===== src/rtl/pb_input_fifo.sv =====
// Read-side port block for the PicoBlaze: a byte FIFO filled by external logic
// and drained through INPUT instructions, plus status and fill-count ports.
module pb_input_fifo #(
    parameter int         DEPTH_LOG2  = 4,
    parameter logic [7:0] DATA_ADDR   = 8'h00,
    parameter logic [7:0] STATUS_ADDR = 8'h01,
    parameter logic [7:0] COUNT_ADDR  = 8'h02
) (
    input  logic                  clk,
    input  logic                  reset,
    input  logic [7:0]            port_id,
    input  logic                  read_strobe,
    output logic [7:0]            in_port,
    input  logic [7:0]            wr_data,
    input  logic                  wr_en,
    output logic                  full,
    output logic                  empty,
    output logic [DEPTH_LOG2:0]   count
);

    localparam int DEPTH = 1 << DEPTH_LOG2;
    localparam logic [DEPTH_LOG2:0] DEPTH_CNT = {1'b1, {DEPTH_LOG2{1'b0}}};

    logic [7:0]            mem_q [DEPTH];
    logic [DEPTH_LOG2-1:0] rd_ptr_q, rd_ptr_d;
    logic [DEPTH_LOG2-1:0] wr_ptr_q, wr_ptr_d;
    logic [DEPTH_LOG2:0]   count_q, count_d;
    logic                  ovf_q, ovf_d;
    logic                  udf_q, udf_d;
    logic [7:0]            in_port_q, in_port_d;

    logic pop_req, pop_ok, push_ok, ovf_set, udf_set, flag_clr;

    assign count   = count_q;
    assign empty   = (count_q == '0);
    assign full    = (count_q == DEPTH_CNT);
    assign in_port = in_port_q;

    // A pop in the same cycle frees a slot, so a push into a full FIFO is still accepted.
    assign pop_req  = read_strobe && (port_id == DATA_ADDR);
    assign pop_ok   = pop_req && !empty;
    assign udf_set  = pop_req && empty;
    assign push_ok  = wr_en && (!full || pop_ok);
    assign ovf_set  = wr_en && full && !pop_ok;
    assign flag_clr = read_strobe && (port_id == STATUS_ADDR);

    always_comb begin
        rd_ptr_d  = rd_ptr_q;
        wr_ptr_d  = wr_ptr_q;
        count_d   = count_q;
        in_port_d = 8'h00;

        if (pop_ok) begin
            rd_ptr_d = rd_ptr_q + 1'b1;
        end
        if (push_ok) begin
            wr_ptr_d = wr_ptr_q + 1'b1;
        end

        case ({push_ok, pop_ok})
            2'b10:   count_d = count_q + 1'b1;
            2'b01:   count_d = count_q - 1'b1;
            default: count_d = count_q;
        endcase

        // Set beats clear so an event in the clearing cycle is never lost.
        ovf_d = (ovf_q && !flag_clr) || ovf_set;
        udf_d = (udf_q && !flag_clr) || udf_set;

        if (port_id == DATA_ADDR) begin
            in_port_d = empty ? 8'h00 : mem_q[rd_ptr_q];
        end else if (port_id == STATUS_ADDR) begin
            in_port_d = {4'b0000, udf_q, ovf_q, full, empty};
        end else if (port_id == COUNT_ADDR) begin
            in_port_d = 8'(count_q);
        end
    end

    always_ff @(posedge clk) begin
        if (reset) begin
            rd_ptr_q  <= '0;
            wr_ptr_q  <= '0;
            count_q   <= '0;
            ovf_q     <= 1'b0;
            udf_q     <= 1'b0;
            in_port_q <= 8'h00;
        end else begin
            rd_ptr_q  <= rd_ptr_d;
            wr_ptr_q  <= wr_ptr_d;
            count_q   <= count_d;
            ovf_q     <= ovf_d;
            udf_q     <= udf_d;
            in_port_q <= in_port_d;
        end
    end

    // Storage needs no reset; stale entries are unreachable once the pointers reset.
    always_ff @(posedge clk) begin
        if (!reset && push_ok) begin
            mem_q[wr_ptr_q] <= wr_data;
        end
    end

endmodule


===== config.mk =====
export PLATFORM = sky130hd
export DESIGN_NAME = pb_input_fifo
export DESIGN_NICKNAME = d
export VERILOG_FILES = /design/src/rtl/pb_input_fifo.sv
export SDC_FILE = /design/constraint.sdc
export NUM_CORES = 1
export LEC_CHECK = 0
export CAP_MARGIN = 20
export CORE_ASPECT_RATIO = 1.4
export CORE_UTILIZATION = 25
export DETAILED_ROUTE_END_ITERATION = 8
export HOLD_SLACK_MARGIN = 0.12
export PLACE_DENSITY = 0.45
export SKIP_CTS_REPAIR_TIMING = 1
export SYNTH_ARGS = -nofsm -noshare
export SYNTH_HDL_FRONTEND = slang
export SYNTH_SLANG_ARGS = --single-unit
export TNS_END_PERCENT = 100

===== constraint.sdc =====
create_clock -name clk -period 7.7 [get_ports clk]
set_clock_uncertainty 0.15 [all_clocks]
set_input_delay 1.54 -clock clk [delete_from_list [all_inputs] [get_ports clk]]
set_output_delay 1.54 -clock clk [all_outputs]
set_load 0.01 [all_outputs]

# == After elaboration in Yosys (flattened, before gate mapping) ==
# Memories as Yosys holds them, arrays and structs flattened. A register that Yosys moved wholly into a read port is not among the register bits.
# Cells that the tools add are included.
# totals
word_cells,46
output_inout_bits,15
rom_bits,0
latch_bits,0
n_memories,1
inputBits,20
ff_bits,23
ramBits,128
# memory_table
name,depth,width,read_ports,rd_clocked_by_memory_dff,write_ports,line_no,text
mem_q,16,8,1,1,1,24,logic [7:0] mem_q [DEPTH];
# classes
add_sub_neg,4
n_eq_ne,5
mux,9
mul,0
n_lt_le_gt_ge,0
n_shift,0
reduce_logical,21
n_div,0
bitwise_logic,0
# ops
op,n
8-bit two-way mux,2
1-bit logical AND,10
5-bit two-way mux,2
5-bit one-hot mux with 2 select lines,1
"4-bit by 1-bit adder with 4-bit output, second input constant",2
"8-bit by 1-bit equality test with 1-bit output, second input constant",1
"8-bit by 2-bit equality test with 1-bit output, second input constant",1
8-bit zero test,1
4-bit two-way mux,2
"5-bit by 1-bit adder with 5-bit output, second input constant",1
"5-bit equality test, second input constant",1
1-bit zero test,5
5-bit zero test,1
"5-bit by 1-bit subtractor with 5-bit output, second input constant",1
1-bit logical OR,3
"2-bit by 1-bit equality test with 1-bit output, second input constant",1
"2-bit equality test, second input constant",1
1-bit two-way mux,2
2-bit nonzero test,1

# == Logic depth before layout (Yosys ltp) ==
# depth
word_depth,8
ltp_mapped,12
ltp_nobuf,10

# == Least setup slack after synthesis ==
# OpenSTA, ideal clock, no wires.
# synth_timing
kind,in2reg
from,in port_id[3]
to,"reg count_q[4], in the netlist count[4]"
required_ns,7.427
setup_ns,0.123
setup_slack_ns,3.935
path_buffers,0
arrival_time_ns,3.492
stages,9
cell_sequence,nor4_4 > and4_1 > nand2_1 > xnor2_1 > ha_1 > or3_1 > a21oi_1 > a2bb2oi_2 > mux2_1
# synth_between
elab_chain_len,7
elab_cells_between_ends,9
cone_classes,eq/ne: 2; mux: 1; reduce/logical: 6
# synth_lines
element,line_no,text
"start, declared",11,"input logic [7:0] port_id,"
8-bit zero test *,40,assign pop_req = read_strobe && (port_id == DATA_ADDR);
1-bit logical AND *,40,
1-bit logical AND *,41,assign pop_ok = pop_req && !empty;
1-bit logical OR,43,assign push_ok = wr_en && (!full || pop_ok);
1-bit logical AND,43,
2-bit by 1-bit equality test with 1-bit output or 2-bit equality test (tied branches),60,"case ({push_ok, pop_ok})"
5-bit one-hot mux with 2 select lines or 2-bit nonzero test (tied branches),-,
"end signal, assigned",90,count_q <= count_d;
"end, declared",27,"logic [DEPTH_LOG2:0] count_q, count_d;"
# Every way passes the cells marked *; elsewhere a longest branch is shown, timed or not.
# A chain may end at the register's enable or synchronous reset.

# == Worst setup path after layout ==
# layout_timing
from,"reg count_q[0], in the netlist count[0]"
to,out empty
# layout_between
elab_chain_len,1
# layout_lines
element,line_no,text
5-bit zero test,35,assign empty = (count_q == '0);
"end, declared",17,"output logic empty,"
# Every way passes these cells.

==> results summary <==
By area the synthesized netlist is led by sky130_fd_sc_hd__edfxtp_1 (60%), sky130_fd_sc_hd__mux4_2 (9.5%), sky130_fd_sc_hd__dfxtp_1 (8.4%), sky130_fd_sc_hd__mux4_1 (2.9%), sky130_fd_sc_hd__nor2_1 (2.2%). The height of the die came out at 191 µm. The number of buffers and inverters on the critical path is 2. Detailed placement ended at an HPWL of 9.79 mm.

After detailed placement, the design holds a cell count of 703. Synthesis produced 371 cells. The run finished with clean final reports. After detailed routing, the number of vias per cell comes to roughly 4.6. TritonCTS built the clock tree. The number of cells on the worst hold path is 2. The synthesized design devotes to its leading area cell type between 60% and 70% of total area. The largest individual stage delay along the critical path comes from the cell sky130_fd_sc_hd__clkdlybuf4s50_1. The largest buffer count on any clock path came out at 2. STA classifies the critical path endpoint as an output port. The latest clock arrival within the worst-skew pair is 430 ps.

The largest net degree at the start of global routing is 35. The async set or reset register ratio after synthesis came out at 0%. In this run the mean area of a mapped cell was 17.3 µm². The total die area came out at roughly 26,000 µm². The maximum clock frequency came out at about 250 MHz.

The remaining antenna violation count after routing came out at 0. The placer's final routability congestion estimate is 0.736. Adding up every negative setup slack in the final design gives 0 ps. For hold timing, the worst endpoint is rd_ptr_q[1]. The classification of the worst-slack hold path is reg2reg.

Before antenna repair, the detailed router went through 7 iterations. The final-report hold violation count came out at 0. The average wire per cell in the routed design is slightly below 20 µm. The layout overhead on the synthesized area came out at 19.4%.

The synthesized design contains 128 enable-type register cells. The worst-path maximum fanout is 10. Synthesis produced a netlist with a net count of 398. The count of cells along the worst register-to-register path came out at 10. Counting flops and latches in the post-synthesis netlist gives 155.

By count the netlist is led by sky130_fd_sc_hd__edfxtp_1 (128), sky130_fd_sc_hd__nor2_1 (37), sky130_fd_sc_hd__dfxtp_1 (27), sky130_fd_sc_hd__mux4_2 (27). The global-route wire length before repair came out at 21.8 mm. Setup repair after global routing left no endpoint under its margin. The root buffer cell chosen for the clock tree is sky130_fd_sc_hd__clkbuf_16. The level count of the clock H-tree is 4. By instance count, the leading cell after synthesis is sky130_fd_sc_hd__edfxtp_1. The critical path is of the reg2out type. The initial utilization of the core area, before any placement, comes to 25.7%. Summed over all layers, the routed wires come to between 10 and 15 mm.

The cell class contributing the biggest share of worst-path delay is buffers and inverters. Summed over all instances, the cell type with the most area after synthesis is sky130_fd_sc_hd__edfxtp_1. After synthesis the cells add up to 6400 µm². At the worst endpoint, the required time is 6010 ps. At the pin with the least slew margin, the transition time is 925 ps. The total power density per cell area came out at between 200 and 250 nW/µm². Global routing used 11.9% of the available tracks across all layers. In this run the critical register-to-register path is captured at count[3]. The stage delay of the slowest cell on the critical path is 570 ps.

The number of port buffers came out at 34. Setup violations remaining at the end of the flow were counted as 0. The total power consumption of the routed design came out at around 1.9 mW.

IR analysis of the VDD net gives a maximum drop of 0.000116 V. The fill cell total of the finished layout is 2,448. Sequential cells were found to cover 68.5% of the synthesized design area. The worst setup margin came out at 3630 ps. The post-detailed-route DRC marker count is 0. Of the available clock period, the critical path in the final layout requires 52.9%. The number of standard cells in the final layout excluding fillers is about 740. At the worst endpoint, the arrival time is 2380 ps. STA classifies the critical path startpoint as a flip-flop. The total CTS buffers came out at 17. In the final layout, the share of cells above drive strength 1 is 18.8%. The initial antenna violation count is 0.

The floorplan has 68 rows. Traced cell by cell, the critical path runs through nor4_4, nand2b_2, inv_2, clkdlybuf4s50_1. The number of synthesis warnings came out at 0. After the first detailed-routing iteration, the DRC count stood at 150. The worst slew margin relative to its limit is 38.1%. The leakage power total is 2.38 nW. In this run the horizontal extent of the chip is 137 µm.

The worst setup timing slack at the placement stage came out at around 3300 ps. The beginning of the worst register-to-register path is count[0]. The setup slack of the worst register-to-register path is 4800 ps. The number of global-route vias before repair was 3,545. The number of slew-limit violations in the final report came to 0. The number of maximum-capacitance constraint violations came out at 0. The count of inserted antenna diode cells is 0. Among all flip-flop cells after synthesis, the most frequent one is sky130_fd_sc_hd__edfxtp_1. The number of vias after detailed routing came out at 3,416. The clock transition time at the flip-flop clock pins of the worst setup and hold paths is 60 ps.

The total congestion overflow after global routing came out at 0. CTS saw 155 sinks. The core area came out at 24,900 µm². 35 I/O pins were placed. The post-synthesis cell type count is 56. In this run the most critical hold path is launched from rd_ptr_q[1]. The worst path in the final design needs a cycle of 4070 ps, including I/O delays and setup. The net count reported at finish came out at about 430.
[metrics by stage]
stage / instance area (µm²) / hold slack [ps] / utilization (%)
finish: 7650 / 370 / 30.7
global route: 7650 / 403 / 30.7
CTS: 7650 / 374 / 30.7
detailed placement: 7040 / 359 / 28.2
global placement: 7040 / 366 / 28.2
floorplan: 6400 / 335 / -
[per-layer routing]
metal	vias to the layer above	track usage, %	part of all wire, %
met3	19	2.81	3.5
met5	-	0	0
met1	1763	13.5	41
met2	91	21.2	54
li1	1543	-	-
met4	0	5.03	1.9
[worst max path at each step]
stage               slack [ps]  cells after the start        to        from
finish                    3630                      4     empty    count[0]
global route              3470                      4     empty    count[0]
CTS                       3600                      4     empty    count[0]
detailed placement        3250                     10  count[4]  port_id[3]
global placement          3260                     10  count[4]  port_id[3]
floorplan                 3940                      9  count[4]  port_id[3]
[logic make-up (layout without fill, tap and decap cells)]
| family | count (synthesis) | after routing | share of synthesized area (%) |
|---|---|---|---|
| adders and majority gates | 7 | 7 | 1.37 |
| DFF | 155 | 155 | 68.5 |
| buffers and inverters | 25 | 74 | 2.15 |
| and+or+nand+nor | 90 | 90 | 7.85 |
| xor gates and xnor gates | 6 | 6 | 0.820 |
| muxes | 48 | 48 | 14.7 |
| AOI/OAI and AO/OA | 40 | 40 | 4.69 |
[report_power, final]
part / total [mW] / switching [mW] / internal, mW
Combinational: 0.0670 / 0.0411 / 0.0259
Sequential: 0.919 / 0.00577 / 0.913
Clock: 0.865 / 0.348 / 0.517
[flip-flops by register name (all words and copies together), names as in the netlist, named ones only]
signal and count:
count 5, in_port 8, mem_q 128, ovf_q 1, rd_ptr_q 4, udf_q 1, wr_ptr_q 4
[final cells by class]
class                      instances  area [µm²]  share of cell area, %
sequential                       155        4390                   57.3
multi-input combinational        191        1880                   24.6
clock buffer                      17         425                   5.56
tap                              315         394                   5.15
timing repair buffer              36         355                   4.65
clock inverter                    15         184                   2.40
inverter                           6        22.5                  0.294
[worst register-to-register path: cells and delay by family, from the launching register on]
kind	cells	cell delay (ps)
simple gates	5	1020
fa+ha+maj	1	450
compound gates	4	740
flops	1	450
[cell usage in the layout (no fill, tap or decap), drive strengths merged, types with 3 or more instances in the layout]
| master | count |
|---|---|
| a21oi | 11 |
| a22oi | 6 |
| bufinv | 3 |
| clkbuf | 17 |
| clkdlybuf4s50 | 34 |
| clkinv | 5 |
| dfxtp | 27 |
| edfxtp | 128 |
| ha | 7 |
| inv | 13 |
| mux2 | 6 |
| mux2i | 8 |
| mux4 | 34 |
| nand2 | 12 |
| nand2b | 3 |
| nand3 | 4 |
| nor2 | 37 |
| nor2b | 8 |
| nor3 | 7 |
| nor4 | 5 |
| o21ai | 6 |
| o22ai | 3 |
| xnor2 | 4 |
(Power assumes the default switching activity.)
